`config.mk`:
```
export PLATFORM = sky130hd
export DESIGN_NAME = vga_timing_gen
export DESIGN_NICKNAME = d
export VERILOG_FILES = /design/src/rtl/vga_timing_gen.sv
export SDC_FILE = /design/constraint.sdc
export NUM_CORES = 1
export LEC_CHECK = 0
export CAP_MARGIN = 20
export CORE_ASPECT_RATIO = 0.75
export CORE_UTILIZATION = 45
export DETAILED_ROUTE_END_ITERATION = 7
export GPL_ROUTABILITY_DRIVEN = 1
export PLACE_DENSITY = 0.78
export SKIP_LAST_GASP = 1
export SYNTH_ARGS = -nofsm -noshare
export SYNTH_HDL_FRONTEND = slang
export SYNTH_SLANG_ARGS = --single-unit
```
`constraint.sdc`:
```
create_clock -name CLOCK_50 -period 2.45 [get_ports CLOCK_50]
set_clock_uncertainty 0.05 [all_clocks]
set_input_delay 0.735 -clock CLOCK_50 [delete_from_list [all_inputs] [get_ports CLOCK_50]]
set_output_delay 0.735 -clock CLOCK_50 [all_outputs]
set_load 0.03 [all_outputs]
```
`src/rtl/vga_timing_gen.sv`:
```
// Raster timing generator: divides the system clock to a pixel rate and drives VGA
// sync/blank, pixel coordinates and a once-per-frame tick at the start of vertical blanking.
module vga_timing_gen #(
    parameter int unsigned CLK_DIV  = 2,
    parameter int unsigned H_ACTIVE = 640,
    parameter int unsigned H_FP     = 16,
    parameter int unsigned H_SYNC   = 96,
    parameter int unsigned H_BP     = 48,
    parameter int unsigned V_ACTIVE = 480,
    parameter int unsigned V_FP     = 10,
    parameter int unsigned V_SYNC   = 2,
    parameter int unsigned V_BP     = 33
) (
    input  logic        CLOCK_50,
    input  logic        resetn,
    output logic        display,
    output logic [31:0] X,
    output logic [31:0] Y,
    output logic        VGA_HS,
    output logic        VGA_VS,
    output logic        VGA_BLANK_N,
    output logic        VGA_SYNC_N,
    output logic        VGA_CLK,
    output logic        frame_tick
);

    localparam int unsigned H_TOTAL = H_ACTIVE + H_FP + H_SYNC + H_BP;
    localparam int unsigned V_TOTAL = V_ACTIVE + V_FP + V_SYNC + V_BP;
    localparam int unsigned HW      = $clog2(H_TOTAL);
    localparam int unsigned VW      = $clog2(V_TOTAL);
    localparam int unsigned DW      = (CLK_DIV > 1) ? $clog2(CLK_DIV) : 1;

    localparam logic [DW-1:0] DivLast    = DW'(CLK_DIV - 1);
    localparam logic [DW-1:0] DivHalf    = DW'(CLK_DIV / 2);
    localparam logic [HW-1:0] HLast      = HW'(H_TOTAL - 1);
    localparam logic [HW-1:0] HActEnd    = HW'(H_ACTIVE);
    localparam logic [HW-1:0] HSyncStart = HW'(H_ACTIVE + H_FP);
    localparam logic [HW-1:0] HSyncEnd   = HW'(H_ACTIVE + H_FP + H_SYNC);
    localparam logic [VW-1:0] VLast      = VW'(V_TOTAL - 1);
    localparam logic [VW-1:0] VActEnd    = VW'(V_ACTIVE);
    localparam logic [VW-1:0] VSyncStart = VW'(V_ACTIVE + V_FP);
    localparam logic [VW-1:0] VSyncEnd   = VW'(V_ACTIVE + V_FP + V_SYNC);

    logic [DW-1:0] div_q, div_d;
    logic [HW-1:0] hcnt_q, hcnt_d, x_q;
    logic [VW-1:0] vcnt_q, vcnt_d, y_q;
    logic          pe;
    logic          display_q, display_d;
    logic          hs_q, hs_d;
    logic          vs_q, vs_d;
    logic          tick_q, tick_d;
    logic          vga_clk_q;

    assign pe = (div_q == DivLast);

    always_comb begin
        div_d  = pe ? '0 : div_q + 1'b1;
        hcnt_d = hcnt_q;
        vcnt_d = vcnt_q;
        if (pe) begin
            if (hcnt_q == HLast) begin
                hcnt_d = '0;
                vcnt_d = (vcnt_q == VLast) ? '0 : vcnt_q + 1'b1;
            end else begin
                hcnt_d = hcnt_q + 1'b1;
            end
        end
    end

    // Outputs are decoded from the next counter values so every output names the same pixel.
    always_comb begin
        display_d = (hcnt_d < HActEnd) && (vcnt_d < VActEnd);
        hs_d      = !((hcnt_d >= HSyncStart) && (hcnt_d < HSyncEnd));
        vs_d      = !((vcnt_d >= VSyncStart) && (vcnt_d < VSyncEnd));
        tick_d    = pe && (hcnt_d == '0) && (vcnt_d == VActEnd);
    end

    // Counters reset to the last pixel so the first pe lands on (0,0).
    always_ff @(posedge CLOCK_50 or negedge resetn) begin
        if (!resetn) begin
            div_q     <= '0;
            hcnt_q    <= HLast;
            vcnt_q    <= VLast;
            x_q       <= '0;
            y_q       <= '0;
            display_q <= 1'b0;
            hs_q      <= 1'b1;
            vs_q      <= 1'b1;
            tick_q    <= 1'b0;
            vga_clk_q <= 1'b0;
        end else begin
            div_q     <= div_d;
            tick_q    <= tick_d;
            vga_clk_q <= (div_d >= DivHalf);
            if (pe) begin
                hcnt_q    <= hcnt_d;
                vcnt_q    <= vcnt_d;
                x_q       <= hcnt_d;
                y_q       <= vcnt_d;
                display_q <= display_d;
                hs_q      <= hs_d;
                vs_q      <= vs_d;
            end
        end
    end

    assign X           = 32'(x_q);
    assign Y           = 32'(y_q);
    assign display     = display_q;
    assign VGA_BLANK_N = display_q;
    assign VGA_SYNC_N  = 1'b0;
    assign VGA_HS      = hs_q;
    assign VGA_VS      = vs_q;
    assign frame_tick  = tick_q;
    // With one clock per pixel the DAC clock is the inverted system clock.
    assign VGA_CLK     = (CLK_DIV == 1) ? ~CLOCK_50 : vga_clk_q;

endmodule

```
==> flow_summary.yaml <==
finish:
  num_antenna_cells: 0
  finalCoreUtilization_pct: 53.70
  n_fill_cell: 518
  layout_common_cells: "45 x conb_1, 26 x clkdlybuf4s50_1, 23 x nor2_1, 23 x buf_4, 22 x dfrtp_1"
  mostFrequentLayoutCell: "conb_1"
  layout_cell_share_with_drive_strength_beyond_1_pct: 18.60
  finish.instance_area_um2: 2952
  areaGrowthSynthToFinish_pct: 11.38
  design.final.nets: 332
worst_setup_path:
  critPathBufInv: 1
  cpPeakStageDelay_ps: 740
  ff2ff_setup_slack_ps: 100
  r2r_cells: 7
  timing.critical_path.depth: 1
  regToRegStartpoint: "hcnt_q[1]"
  worstSetupEndpointType: "primary output"
  critPathSlowestCell: "clkdlybuf4s50_1"
  reg2reg_to: "frame_tick"
  critical_path_arrival_ps: 1570
  worst_path_dominant_cell_family: "buffers and inverters"
  critical_path_required_ps: 1660
  cp-start-kind: "flip-flop"
  critical_path.cell_chain: "clkdlybuf4s50_1"
  critical_path_class: "reg -> out"
  worst-path-max-fanout: 10
worst_hold_path:
  worstHoldPathCells: 2
  holdPathEnd: "VGA_HS"
  hold_path.class: "reg -> reg"
  holdCritStartpoint: "VGA_HS"
die:
  floorplan.rows: 23
  num_io_pins: 73
  fp.dieH_um: 68.46
  floorplan_die_width_um: 90.61
  core_um2: 5497
  die-area_um2: 6203
  effective_utilization_at_floorplan_pct: 48.21
power_and_ir_drop:
  seq_power_share_pct: 50.5
  total_power_mw: 1.145
  combinationalPowerShare_pct: 9.1
  int_power_uw: 810.2
  switching_share_pct: 29.23
  powerDensity_nw_per_um2: 387.9
  leakagePower_nw: 1.241
  switching_power_uw: 334.6
  clkPwrFrac_pct: 40.4
  max_vdd_drop_mv: 0.2795
global_route:
  globalRouteOverflowTotal: 0
  global_route.usage.total_pct: 20.12
  grt_max_degree: 36
  via_count_of_the_first_global_routing_pass: 1808
  antenna_found_initial: 0
  wire_length_of_the_first_global_routing_pass_mm: 9.473
synthesis:
  post_synthesis_area_per_instance_um2: 8.863
  unique_cell_type_count_in_the_yosys_netlist: 65
  synthesis.area_um2: 2650
  ys_top_cells_by_area: "dfrtp_1 22%, buf_4 16%, dfstp_2 12%"
  async_reset_ff_share_pct: 100.0
  ys_warn_count: 0
  synthCells: 299
  yosys_most_used_dff: "dfrtp_1"
  synth.yosys.seq_area_share_pct: 33.62
  synth_largest_type_area_fraction_pct: 21.72
  yosysTopAreaCell: "dfrtp_1"
  postSynthRegisterBits: 35
  synth_edf_count: 0
cts:
  clockBufferDepth: 2
  tritoncts.num_buffers: 5
  cts_htree_levels: 2
  clk-insertion-delay-late_ps: 300
  cts_tree: "yes"
  clock_sink_count: 35
  cts.reportedPaths.clkPinSlew_ps: 70
  cts.root.buffer_cell: "clkbuf_8"
  cts_setup_buffers: 0
detailed_routing:
  drt_iter0_markers: 179
  drtAntennaViolNets: 0
  dr_total_vias: 2101
  drc: 0
  routed_wl_mm: 6.058
  drt-wirelength-per-cell_um: 15.03
  avgViaCountPerCell: 5.213
  1st_pass_router_iterations: 4
sta:
  timing.fmax_mhz: 424.7
  drv_slew: 0
  setup_violations: 0
  rsz_0062_raised_after_global_routing: "true"
  final.min_clock_period_ps: 2354
  period_share_pct: 96.10
  final.hold.worst_slack_ps: 446.5
  timing.final.hold_violations: 0
placement:
  post-dp-hpwl_mm: 4.532
  globalplace.congestion: 0.9658
  io_buffers: 27
  dpl-instance-area_um2: 2839
run:
  max_cap_violations: 0
outcome:
  outcome: "finished clean"
==> worst register-to-register path, cell delays in order, from the launching register on <==
cell      delay, ps
dfstp_2         590
ha_2            270
nand4_4         160
or3_4           390
and3_4          190
o21bai_4        160
nand4b_1        180
nor4_2          270
==> synth_stat cells (all sizes together), types with 9 or more instances <==
| cell type | count |
|---|---|
| a21oi | 16 |
| nand3 | 13 |
| nor2 | 23 |
| inv | 10 |
| dfstp | 12 |
| dfrtp | 23 |
| nor3 | 9 |
| o21ai | 11 |
| xnor2 | 11 |
| nand2 | 20 |
| buf | 71 |
| nand4 | 9 |
==> what timing repair did <==
item	CTS	global route
setup endpoints to repair	2	5
resized for setup	2	2
hold buffers	0	0
endpoints found under the hold margin	0	0
==> state kept, by name (all words and copies together), names as in the netlist <==
register,cells
hcnt_q,10
vcnt_q,10
x_q,7
y_q,3
VGA_BLANK_N,1
VGA_HS,1
VGA_VS,1
div_q,1
frame_tick,1
==> power groups by stage <==
stage | sequential [mW] | clock [mW] | combinational (mW)
after floorplan | 0.589 | 0 | 0.145
after global placement | 0.589 | 0 | 0.104
after detailed placement | 0.589 | 0 | 0.104
after CTS | 0.578 | 0.473 | 0.104
after global routing | 0.578 | 0.494 | 0.112
final | 0.578 | 0.462 | 0.104
==> cell families (layout without fill, tap and decap cells) <==
kind of cell	after synthesis	after routing	synth area share, %
AND/OR/NAND/NOR	96	96	21.62
buffers and inverters	84	69	20.92
AO/OA/AOI/OAI	63	63	16.53
flip-flops	35	35	33.62
XOR/XNOR	15	15	4.957
adder cells (fa/ha/maj)	3	3	1.417
multiplexers	2	2	0.8026
other	1	45	0.1415
==> cell type report <==
| cell class | count | area [um^2] | share of cell area [%] |
|---|---|---|---|
| multi-input cells | 224 | 1380 | 46.76 |
| well taps | 75 | 93.84 | 3.179 |
| repair buffers | 50 | 445.4 | 15.09 |
| inverters | 11 | 41.29 | 1.399 |
| clock inverters | 2 | 16.27 | 0.5511 |
| flip-flops and latches | 35 | 892.1 | 30.22 |
| clock buffers | 6 | 82.58 | 2.798 |
==> through the flow <==
stage	setup TNS [ps]	instances	setup slack, ps
after floorplan	0	343	243.6
after global placement	0	395	30.67
after detailed placement	-16.60	395	-16.60
after CTS	0	403	47.77
after global routing	-16.22	403	-16.22
final	0	403	95.63
==> how the worst max path moves through the flow <==
stage	slack [ps]	from	to
after floorplan	240	hcnt_q[1]	frame_tick
after global placement	30	hcnt_q[1]	VGA_HS
after detailed placement	-20	hcnt_q[1]	VGA_HS
after CTS	50	vcnt_q[4]	Y[4]
after global routing	-20	hcnt_q[3]	VGA_VS
final	100	div_q	VGA_CLK
==> per-layer routing <==
layer / up-vias / track usage (%) / routed length (um)
li1: 1014 / - / -
met5: - / 0 / 0
met4: 0 / 7.460 / 72
met1: 993 / 30.42 / 3032
met2: 86 / 27.08 / 2418
met3: 8 / 4.889 / 534
Power figures use the tool's default switching activity.
